<file path="src/rtl/cheri_tsmap_wr_engine.sv">
// rtl/cheri_tsmap_wr_engine.sv - TSMAP range set/clear writer with read-modify-write for partial words
module cheri_tsmap_wr_engine #(
   parameter logic [31:0] HeapBase  = 32'h8000_0000,
   parameter int          TSMapSize = 1024
) (
   input  logic        clk_i,
   input  logic        rst_i,
   input  logic        req_valid_i,
   output logic        req_ready_o,
   input  logic [31:0] req_base_i,
   input  logic [31:0] req_top_i,
   input  logic        req_set_i,
   output logic        done_o,
   output logic        err_o,
   input  logic        tsmap_gnt_i,
   output logic        tsmap_cs_o,
   output logic        tsmap_we_o,
   output logic [15:0] tsmap_addr_o,
   output logic [31:0] tsmap_wdata_o,
   input  logic [31:0] tsmap_rdata_i
);

   localparam logic [2:0] ST_IDLE = 3'd0;
   localparam logic [2:0] ST_SEL  = 3'd1;
   localparam logic [2:0] ST_RD   = 3'd2;
   localparam logic [2:0] ST_MRG  = 3'd3;
   localparam logic [2:0] ST_WR   = 3'd4;
   localparam logic [2:0] ST_DONE = 3'd5;

   localparam logic [31:0] MapWords = 32'(TSMapSize);

   logic [2:0]  state;
   logic [15:0] word;
   logic [15:0] first_word;
   logic [15:0] last_word;
   logic [4:0]  first_bit;
   logic [4:0]  last_bit;
   logic        set_q;
   logic        err_q;
   logic [31:0] wdata_q;

   // Granule arithmetic on the incoming request (top is exclusive, rounded up to a granule)
   logic [31:0] top_up;
   logic [31:0] g0;
   logic [31:0] g1;
   logic [31:0] gl;
   logic        empty;
   logic        bad;

   assign top_up = (req_top_i + 32'd7) & ~32'd7;
   assign g0     = (req_base_i - HeapBase) >> 3;
   assign g1     = (top_up - HeapBase) >> 3;
   assign gl     = g1 - 32'd1;
   assign empty  = (g1 == g0);
   // An empty range never touches the map, so only a non-empty one is checked against its size
   assign bad    = (req_base_i < HeapBase) | (req_top_i < req_base_i) |
                   (!empty && ({5'd0, gl[31:5]} >= MapWords));

   // Bits of the current word covered by the range: trimmed only on the first and last words
   logic [4:0]  lo;
   logic [4:0]  hi;
   logic [31:0] mask;

   assign lo   = (word == first_word) ? first_bit : 5'd0;
   assign hi   = (word == last_word)  ? last_bit  : 5'd31;
   assign mask = (32'hFFFF_FFFF << lo) & (32'hFFFF_FFFF >> (5'd31 - hi));

   // Port outputs decode straight from state so a stalled access holds every field stable
   assign req_ready_o   = (state == ST_IDLE) & ~rst_i;
   assign tsmap_cs_o    = (state == ST_RD) | (state == ST_WR);
   assign tsmap_we_o    = (state == ST_WR);
   assign tsmap_addr_o  = tsmap_cs_o ? word : 16'd0;
   assign tsmap_wdata_o = tsmap_we_o ? wdata_q : 32'd0;
   assign done_o        = (state == ST_DONE);
   assign err_o         = done_o & err_q;

   // Range walker: accept, then per word choose blind write or read-merge-write
   always_ff @(posedge clk_i) begin
      if (rst_i) begin
         state      <= ST_IDLE;
         word       <= 16'd0;
         first_word <= 16'd0;
         last_word  <= 16'd0;
         first_bit  <= 5'd0;
         last_bit   <= 5'd0;
         set_q      <= 1'b0;
         err_q      <= 1'b0;
         wdata_q    <= 32'd0;
      end else begin
         case (state)
            ST_IDLE: begin
               if (req_valid_i) begin
                  first_word <= g0[20:5];
                  first_bit  <= g0[4:0];
                  last_word  <= gl[20:5];
                  last_bit   <= gl[4:0];
                  word       <= g0[20:5];
                  set_q      <= req_set_i;
                  err_q      <= bad;
                  state      <= (bad | empty) ? ST_DONE : ST_SEL;
               end
            end
            ST_SEL: begin
               if (mask == 32'hFFFF_FFFF) begin
                  wdata_q <= set_q ? 32'hFFFF_FFFF : 32'd0;
                  state   <= ST_WR;
               end else begin
                  state   <= ST_RD;
               end
            end
            ST_RD: begin
               if (tsmap_gnt_i) state <= ST_MRG;
            end
            ST_MRG: begin
               wdata_q <= set_q ? (tsmap_rdata_i | mask) : (tsmap_rdata_i & ~mask);
               state   <= ST_WR;
            end
            ST_WR: begin
               if (tsmap_gnt_i) begin
                  if (word == last_word) begin
                     state <= ST_DONE;
                  end else begin
                     word  <= word + 16'd1;
                     state <= ST_SEL;
                  end
               end
            end
            ST_DONE: state <= ST_IDLE;
            default: state <= ST_IDLE;
         endcase
      end
   end

endmodule

</file>
<file path="config.mk">
export PLATFORM = sky130hd
export DESIGN_NAME = cheri_tsmap_wr_engine
export DESIGN_NICKNAME = d
export VERILOG_FILES = /design/src/rtl/cheri_tsmap_wr_engine.sv
export SDC_FILE = /design/constraint.sdc
export NUM_CORES = 1
export LEC_CHECK = 0
export ABC_AREA = 1
export BUFFER_PORTS_ARGS = -buffer_cell sky130_fd_sc_hd__buf_2
export CORE_MARGIN = 1.5
export CORE_UTILIZATION = 49
export DETAILED_ROUTE_END_ITERATION = 10
export PLACE_DENSITY = 0.72
export REMOVE_ABC_BUFFERS = 1
export SYNTH_ARGS = -nofsm -noshare
export SYNTH_HDL_FRONTEND = slang
export SYNTH_SLANG_ARGS = --single-unit
</file>
<file path="constraint.sdc">
create_clock -name clk_i -period 4.7 [get_ports clk_i]
set_input_delay 0.235 -clock clk_i [delete_from_list [all_inputs] [get_ports clk_i]]
set_output_delay 0.235 -clock clk_i [all_outputs]
set_load 0.05 [all_outputs]
</file>
==> results of run 1 <==
[cells in the mapped netlist (8+ instances only)]
| cell type | instances |
|---|---|
| ha_1 | 33 |
| clkbuf_1 | 36 |
| dfxtp_1 | 95 |
| inv_1 | 207 |
| and3_1 | 11 |
| nand2_2 | 22 |
| nor2_1 | 189 |
| nand3_2 | 8 |
| xor2_1 | 29 |
| nand4_1 | 33 |
| nor3_1 | 26 |
| nand2_1 | 338 |
| o21ai_0 | 132 |
| nor2_4 | 9 |
| xnor2_1 | 20 |
| o31ai_1 | 8 |
| nor2_2 | 19 |
| nand3_1 | 56 |
| a31oi_1 | 12 |
| a21oi_1 | 114 |
| inv_2 | 12 |
| o211ai_1 | 10 |
[power breakdown]
part	total (W)	internal, W	leakage [nW]	switching [W]
sequential	0.00136	0.00112	0.783	0.000245
combinational	0.00202	0.000633	3.99	0.00139
clock	0.000746	0.000438	0.145	0.000308
total	0.00413	0.00219	4.92	0.00194
[registers in the layout, indices dropped and copies added, names as in the netlist]
name        cells
state           3
first_bit       5
err_q           1
set_q           1
last_bit        5
wdata_q        32
first_word     16
last_word      16
word           16
[layer usage]
layer / track usage / part of all wire / up-vias
li1: - / - / 5023
met1: 0.463 / 0.49 / 4446
met2: 0.465 / 0.43 / 346
met3: 0.0261 / 0.068 / 35
met4: 0.0709 / 0.014 / 0
met5: 0 / 0 / -
[kinds of logic (layout without fill, tap and decap cells)]
kind of cell,count (synthesis),after routing,synth area share
AOI/OAI and AO/OA,299,299,0.186
muxes,2,2,0.00259
adders and majority gates,33,33,0.0475
xor gates and xnor gates,50,50,0.0512
DFF,95,95,0.219
buffers and inverters,271,397,0.122
and+or+nand+nor,726,726,0.372
[worst max-delay path: cells and delay by family, from the launching register on]
| kind | cells | cell delay (ps) |
|---|---|---|
| AO/OA/AOI/OAI | 3 | 450 |
| flip-flops | 1 | 420 |
| buffers and inverters | 2 | 690 |
| XOR/XNOR | 1 | 190 |
| AND/OR/NAND/NOR | 10 | 1390 |
[final timing paths]
path                               end  slack (ps)  cells past startpoint
max reg2reg    wdata_q[8]$_SDFFE_PP0P_        1490                     16
max            wdata_q[8]$_SDFFE_PP0P_        1490                     16
min          first_bit[1]$_SDFFE_PP0P_         180                      3
min reg2reg   wdata_q[15]$_SDFFE_PP0P_         460                      2
[area by class of cell]
cell class                 count  area [µm²]
clock buffer                  12         256
clock inverter                 3        42.5
multi-input combinational   1110        5750
sequential                    95        1900
tap                          225         282
inverter                     221         830
timing repair buffer         161         826
fill                        1799        7410
[per-stage QoR]
step           worst slack (ps)  total power, W  utilization  area [µm²]  hold slack [ps]
3_3_place_gp               1570         0.00333        0.554        9580              446
6_report                   1490         0.00413        0.571        9880              180
4_1_cts                    1510         0.00412        0.571        9880              180
5_1_grt                    1190         0.00446        0.571        9880              195
3_5_place_dp               1520         0.00337        0.554        9580              446
2_1_floorplan               203         0.00277            -        8470              304
==> results.sh, run 1 <==
export IMPL_drive_gt1_frac=0.162
export IMPL_hp_start="req_base_i[4]"
export IMPL_hp_class="input port to register"
export IMPL_fin_crit_ps=3210
export IMPL_tritoncts="yes"
export IMPL_via_per_inst=5.39
export IMPL_worstPathArrival_ps=3490
export IMPL_post_cts_resize_count=0
export IMPL_clk_latency_ps=350
export IMPL_yosysTopAreaCellShare=0.219
export IMPL_drtIter0Drc=824
export IMPL_hpwl_um=22400
export IMPL_yosys_area_top_type="dfxtp_1"
export IMPL_ys_ff_latch=95
export IMPL_drc=0
export IMPL_final_cell_mix="nand2_1 (338), inv_1 (207), nor2_1 (189)"
export IMPL_wl_um=27900
export IMPL_r2r_start="word[8]$_SDFFE_PP0P_"
export IMPL_synth_edf_count=0
export IMPL_die_area_um2=18600
export IMPL_synth_cell_type_count=48
export IMPL_critPathMaxFanout=34
export IMPL_cp_startpoint="word[8]$_SDFFE_PP0P_"
export IMPL_die_x_um=136
export IMPL_seq_area_frac_synth=0.219
export IMPL_period_share=0.682
export IMPL_rsz0062_at_grt="no"
export IMPL_first_global_vias=8890
export IMPL_crit_chain="xor2_1 > a21oi_1 > nand3_1 > nor2_1 > nand2_2 > nor2_2 > inv_1 > nand2_1 > nor2_2 > nand2_1 > nor2_1 > nand3_2 > o21ai_2 > buf_4 > o21ai_0 > nor2_1"
export IMPL_leakagePower_nw=4.92
export IMPL_cp_data_required_time_ps=4980
export IMPL_slew_headroom=0.180
export IMPL_synth_flop_cell="dfxtp_1"
export IMPL_finalSetupViolCount=0
export IMPL_num_rows=48
export IMPL_root_buffer="clkbuf_16"
export IMPL_cap_violations=0
export IMPL_synth_avg_cell_area_um2=5.89
export IMPL_final_common_cell="nand2_1"
export IMPL_post_cts_buffers=0
export IMPL_cts_buffer_depth=2
export IMPL_worstMarginPinSlew_ps=1230
export IMPL_syn_inst=1476
export IMPL_drt_pass1_iterations=5
export IMPL_numPortBuffers=153
export IMPL_startpoint_type="register"
export IMPL_hold_viol=0
export IMPL_yosysWarnings=0
export IMPL_cts_sinks=95
export IMPL_cp_end_kind="register"
export IMPL_power_density_nw_per_um2=418
export IMPL_max_clock_freq_mhz=312
export IMPL_dp_cells=1812
export IMPL_critPathMaxStageDelay_ps=420
export IMPL_num_antenna_cells=0
export IMPL_synth_async_reset_ratio=0
export IMPL_floorplan_initialDensity=0.503
export IMPL_skew_ps=10.1
export IMPL_setup_tns_ps=0
export IMPL_netlist_top_cells_area="dfxtp_1 (22%), nand2_1 (15%), inv_1 (8.9%), nor2_1 (8.2%), o21ai_0 (7.6%)"
export IMPL_avgRoutedWirePerCell_um=15.2
export IMPL_core_area_um2=17300
export IMPL_grt_overflow=0
export IMPL_final_antenna_net_count=0
export IMPL_grt_pass1_wl_um=45100
export IMPL_status="finished, final reports clean"
export IMPL_finalNonFillerCells=1827
export IMPL_vias=9850
export IMPL_final_net_count=1732
export IMPL_cp_slowest_cell="dfxtp_1"
export IMPL_fp_dieH_um=136
export IMPL_numCtsBuffers=9
export IMPL_antenna_found_initial=0
export IMPL_clk_pin_slew_ps=70
export IMPL_critPathKind="register to register"
export IMPL_areaGrowthSynthToFinish_pct=13.6
export IMPL_grt_max_degree=58
export IMPL_hold_buffers=0
export IMPL_crit_top_cell="nor2_1"
export IMPL_ir_drop_mv=0.500
export IMPL_gp_congestion=0.942
export IMPL_grtUsageTotal=0.306
export IMPL_io_pins=154
export IMPL_htreeDepth=3
export IMPL_drv_slew=0
export IMPL_syn_area_um2=8700
Note: power is estimated with default switching activity, not from simulation.
==> inputs of run 2 (changes only) <==
==> constraint.sdc (replaced) <==
create_clock -name clk_i -period 3.2 [get_ports clk_i]
set_input_delay 0.16 -clock clk_i [delete_from_list [all_inputs] [get_ports clk_i]]
set_output_delay 0.16 -clock clk_i [all_outputs]
set_load 0.05 [all_outputs]
==> results.sh, run 2 (synthesis gave the netlist of run 1 again) <==
export IMPL_critPathMaxFanout=39
export IMPL_grt_overflow=0
export IMPL_top_register="wdata_q"
export IMPL_met2_usage=0.440
export IMPL_slew_headroom=0.474
export IMPL_fin_ws_ps=359
export IMPL_use_met3=0.0332
export IMPL_clk_pin_slew_ps=70
export IMPL_htreeDepth=3
export IMPL_final_net_count=1741
export IMPL_final_cell_mix="nand2_1 (338), inv_1 (207), nor2_1 (189)"
export IMPL_tritoncts="yes"
export IMPL_ff2ff_setup_slack_ps=360
export IMPL_leakagePower_nw=4.96
export IMPL_num_rows=48
export IMPL_final_antenna_net_count=0
export IMPL_numCtsBuffers=9
export IMPL_rsz0062_at_grt="no"
export IMPL_fin_crit_ps=2840
export IMPL_finalSetupViolCount=0
export IMPL_drive_gt1_frac=0.166
export IMPL_via_per_inst=5.47
export IMPL_endpoint="wdata_q[25]$_SDFFE_PP0P_"
export IMPL_drt_pass1_iterations=5
export IMPL_vias=10035
export IMPL_die_x_um=136
export IMPL_post_cts_buffers=0
export IMPL_grtUsageTotal=0.304
export IMPL_worstMarginPinSlew_ps=784
export IMPL_critPathMaxStageDelay_ps=370
export IMPL_power_density_nw_per_um2=618
export IMPL_finalNonFillerCells=1836
export IMPL_worstPathArrival_ps=3060
export IMPL_cp_startpoint="word[5]$_SDFFE_PP0P_"
export IMPL_root_buffer="clkbuf_16"
export IMPL_io_pins=154
export IMPL_period_share=0.888
export IMPL_drc=0
export IMPL_first_global_vias=8752
export IMPL_floorplan_initialDensity=0.503
export IMPL_crit_top_cell="nor2_1"
export IMPL_largest_reg_flops=32
export IMPL_hpwl_um=22300
export IMPL_cp_end_kind="register"
export IMPL_final_common_cell="nand2_1"
export IMPL_avgRoutedWirePerCell_um=15.2
export IMPL_antenna_found_initial=0
export IMPL_core_area_um2=17300
export IMPL_n_fill_cell=1863
export IMPL_grt_pass1_wl_um=44800
export IMPL_dp_cells=1821
export IMPL_skew_ps=17.2
export IMPL_areaGrowthSynthToFinish_pct=14.6
export IMPL_grt_max_degree=58
export IMPL_max_clock_freq_mhz=352
export IMPL_ir_drop_mv=0.563
export IMPL_hold_viol=0
export IMPL_wl_um=27900
export IMPL_crit_chain="inv_2 > nand2_1 > a21oi_1 > nand3_1 > nor2_1 > nand2_2 > nor2_2 > nand2_1 > nor2_1 > nor2_1 > nand2_1 > nor2_1 > nand3_2 > o21ai_2 > buf_4 > o21ai_0 > a21oi_1"
export IMPL_reg2regPathDepth=17
export IMPL_critPathKind="register to register"
export IMPL_cp_data_required_time_ps=3420
export IMPL_drtIter0Drc=876
export IMPL_cts_buffer_depth=2
export IMPL_hp_class="input port to register"
export IMPL_r2r_start="word[5]$_SDFFE_PP0P_"
export IMPL_drv_slew=0
export IMPL_fp_dieH_um=136
export IMPL_top_usage_layer="met1"
export IMPL_rr_endpoint="wdata_q[25]$_SDFFE_PP0P_"
export IMPL_cp_slowest_cell="dfxtp_1"
export IMPL_clk_latency_ps=350
export IMPL_startpoint_type="register"
export IMPL_num_antenna_cells=0
export IMPL_gp_congestion=0.945
export IMPL_use_met1=0.472
export IMPL_cts_sinks=95
export IMPL_cap_violations=0
export IMPL_numPortBuffers=153
export IMPL_place_ws_ps=360
export IMPL_status="finished, final reports clean"
export IMPL_die_area_um2=18600
## run 2: stage by stage
step           hold WS [ps]  area, µm²  utilization  total power (W)  TNS, ps
2_1_floorplan           229       8470            -          0.00407   -64730
3_3_place_gp            439       9650        0.558          0.00492        0
3_5_place_dp            447       9650        0.558          0.00496        0
4_1_cts                95.2       9970        0.576          0.00614        0
5_1_grt                 122       9970        0.576          0.00664        0
6_report                113       9970        0.576          0.00616        0
## run 2: how the worst min path moves through the flow
stage	start	to	cells past startpoint
floorplan	rst_i	state[2]$_SDFFE_PP0P_	1
global placement	wdata_q[30]$_SDFFE_PP0P_	wdata_q[30]$_SDFFE_PP0P_	2
detailed placement	wdata_q[15]$_SDFFE_PP0P_	wdata_q[15]$_SDFFE_PP0P_	2
CTS	tsmap_rdata_i[16]	wdata_q[16]$_SDFFE_PP0P_	3
global route	tsmap_rdata_i[27]	wdata_q[27]$_SDFFE_PP0P_	3
finish	tsmap_rdata_i[16]	wdata_q[16]$_SDFFE_PP0P_	3
## run 2: layout make-up
| type | instances | area, µm² | share of cell area |
|---|---|---|---|
| Inverter | 221 | 830 | 0.0832 |
| Sequential cell | 95 | 1900 | 0.191 |
| Clock buffer | 12 | 246 | 0.0247 |
| Multi-Input combinational cell | 1110 | 5750 | 0.576 |
| Tap cell | 225 | 282 | 0.0282 |
| Timing Repair Buffer | 170 | 897 | 0.0900 |
| Clock inverter | 3 | 67.6 | 0.00678 |
## run 2: power breakdown
part | switching [W] | leakage, nW | internal, W
clock | 0.000460 | 0.149 | 0.000703
sequential | 0.000365 | 0.783 | 0.00164
combinational | 0.00205 | 4.03 | 0.000946
total | 0.00287 | 4.96 | 0.00329
## run 2: routing by layer
| layer | up-vias | wire [µm] |
|---|---|---|
| met4 | 0 | 452 |
| met2 | 371 | 11500 |
| met1 | 4598 | 14000 |
| met5 | - | 0 |
| met3 | 33 | 1910 |
| li1 | 5033 | - |
## run 2: worst max-delay path, delay by kind of cell (launching register included)
kind	cells	cell delay [ps]
AOI/OAI and AO/OA	4	550
buffers and inverters	2	370
DFF	1	370
and+or+nand+nor	11	1410
## run 2: timing repair
action,4_1_cts,5_1_grt
hold buffers,0,0
gates resized for setup,0,1
endpoints found under the setup margin,0,2
==> inputs of run 3 (changes only) <==
--- a/config.mk
+++ b/config.mk
@@ -10,7 +10,7 @@
 export CORE_MARGIN = 1.5
 export CORE_UTILIZATION = 49
 export DETAILED_ROUTE_END_ITERATION = 10
-export PLACE_DENSITY = 0.72
+export PLACE_DENSITY = 0.75
 export REMOVE_ABC_BUFFERS = 1
 export SYNTH_ARGS = -nofsm -noshare
 export SYNTH_HDL_FRONTEND = slang
==> constraint.sdc (replaced) <==
create_clock -name clk_i -period 2.5 [get_ports clk_i]
set_input_delay 0.125 -clock clk_i [delete_from_list [all_inputs] [get_ports clk_i]]
set_output_delay 0.125 -clock clk_i [all_outputs]
set_load 0.05 [all_outputs]
==> results.sh, run 3 (synthesis gave the netlist of run 1 again) <==
export IMPL_status="finished with violations"
export IMPL_violations="setup timing"
export IMPL_numCtsBuffers=9
export IMPL_cap_violations=0
export IMPL_gp_congestion=0.992
export IMPL_antenna_found_initial=1
export IMPL_cp_end_kind="register"
export IMPL_max_clock_freq_mhz=377
export IMPL_drv_slew=0
export IMPL_drc=0
export IMPL_fp_dieH_um=136
export IMPL_final_common_cell="nand2_1"
export IMPL_first_global_vias=9352
export IMPL_drt_pass1_iterations=5
export IMPL_cp_data_required_time_ps=2740
export IMPL_skew_ps=14.0
export IMPL_drtIter0Drc=875
export IMPL_startpoint_type="register"
export IMPL_drive_gt1_frac=0.287
export IMPL_endpoint="wdata_q[25]$_SDFFE_PP0P_"
export IMPL_critPathMaxFanout=6
export IMPL_leakagePower_nw=5.88
export IMPL_final_antenna_net_count=0
export IMPL_finalNonFillerCells=1987
export IMPL_fin_ws_ps=-151
export IMPL_ff2ff_setup_slack_ps=-150
export IMPL_grt_max_degree=69
export IMPL_grt_overflow=0
export IMPL_num_rows=48
export IMPL_final_net_count=1891
export IMPL_final_cell_mix="nand2_1 (328), inv_1 (201), nor2_1 (168)"
export IMPL_die_area_um2=18600
export IMPL_numPortBuffers=153
export IMPL_final_design_area_no_fill_um2=11700
export IMPL_die_x_um=136
export IMPL_r2r_start="word[13]$_SDFFE_PP0P_"
export IMPL_critPathKind="register to register"
export IMPL_tritoncts="yes"
export IMPL_period_share=1.06
export IMPL_hp_class="input port to register"
export IMPL_worstPathArrival_ps=2890
export IMPL_io_pins=154
export IMPL_finalSetupViolCount=32
export IMPL_ir_drop_mv=1.08
export IMPL_avgRoutedWirePerCell_um=15.4
export IMPL_min_path_cells=3
export IMPL_placed_area_um2=10600
export IMPL_root_buffer="clkbuf_16"
export IMPL_core_area_um2=17300
export IMPL_dp_cells=1938
export IMPL_cts_buffer_depth=2
export IMPL_top_register="wdata_q"
export IMPL_rr_endpoint="wdata_q[25]$_SDFFE_PP0P_"
export IMPL_hold_ws_ps=64.6
export IMPL_clk_latency_ps=350
export IMPL_grtUsageTotal=0.315
export IMPL_reg2regPathDepth=19
export IMPL_largest_reg_flops=32
export IMPL_rsz0062_at_grt="yes"
export IMPL_clk_pin_slew_ps=70
export IMPL_cp_startpoint="word[13]$_SDFFE_PP0P_"
export IMPL_hold_buffers=0
export IMPL_wl_um=30600
export IMPL_fin_crit_ps=2650
export IMPL_htreeDepth=3
export IMPL_setup_tns_ps=-3380
export IMPL_floorplan_initialDensity=0.503
export IMPL_power_density_nw_per_um2=823
export IMPL_vias=10702
export IMPL_cts_sinks=95
export IMPL_hold_viol=0
export IMPL_worstMarginPinSlew_ps=759
export IMPL_hpwl_um=23100
export IMPL_via_per_inst=5.39
export IMPL_place_ws_ps=-235
export IMPL_slew_headroom=0.494
export IMPL_areaGrowthSynthToFinish_pct=35.0
export IMPL_grt_pass1_wl_um=46400
## run 3: cell count changes in the layout (fill, tap and decap cells not counted), moves of 11 or more
cell / delta
buf_4: +128
dfxtp_1: -14
nor2_1: -21
nor2_4: +11
o21ai_0: -31
o21ai_1: +20
## run 3: worst min-delay path by stage
stage	from	end	slack, ps
global placement	req_set_i	set_q$_SDFFE_PP0P_	420
global route	req_set_i	set_q$_SDFFE_PP0P_	60
finish	req_set_i	set_q$_SDFFE_PP0P_	60
CTS	req_set_i	set_q$_SDFFE_PP0P_	60
floorplan	rst_i	state[2]$_SDFFE_PP0P_	190
detailed placement	req_set_i	set_q$_SDFFE_PP0P_	420
## run 3: routing by layer
layer | share of wire | global-route usage | vias up | routed length, µm
met5 | 0 | 0 | - | 0
met4 | 0.016 | 0.0810 | 0 | 494
met3 | 0.077 | 0.0365 | 37 | 2350
met2 | 0.44 | 0.495 | 475 | 13600
met1 | 0.46 | 0.454 | 4856 | 14100
li1 | - | - | 5334 | -
## run 3: layout make-up
class                   instances  area [µm²]
inverters                     221         841
repair inverters                2        15.0
multi-input cells            1110        6130
diodes                          1        2.50
flip-flops and latches         95        1930
fillers                      1588        5560
well taps                     225         282
clock buffers                   9         225
clock inverters                 6         116
repair buffers                318        2200
## run 3: through the flow
stage	utilization	total power (W)
after floorplan	-	0.00521
after global placement	0.612	0.00682
after detailed placement	0.612	0.00690
after CTS	0.640	0.00872
after global routing	0.679	0.0103
final	0.679	0.00966
## run 3: critical path, cell delays in order (launching register included)
cell and delay, ps:
dfxtp_4 370, buf_4 120, inv_2 40, nand2_1 50
nand4_1 160, nor3_4 280, nand2_4 150, nor2_4 220
inv_2 80, nand2_4 90, o21ai_4 60, nand2_2 90
nor2_2 50, nand3_2 80, buf_4 120, o21ai_4 60
buf_12 150, clkbuf_16 160, o21ai_0 160, a21oi_1 60
## run 3: what timing repair did
| item | in CTS | in global routing |
|---|---|---|
| pin swaps | 1 | 39 |
| endpoints found under the setup margin | 34 | 49 |
| buffers inserted | 8 | 20 |
| hold endpoints to repair | 0 | 0 |
| resized for setup | 25 | 136 |
| gates cloned | 1 | 5 |
## run 3: power by group
group	internal [W]	total [W]	switching (W)	leakage (nW)
logic	0.00220	0.00545	0.00325	4.93
clock network	0.000984	0.00160	0.000621	0.167
registers	0.00213	0.00261	0.000476	0.789
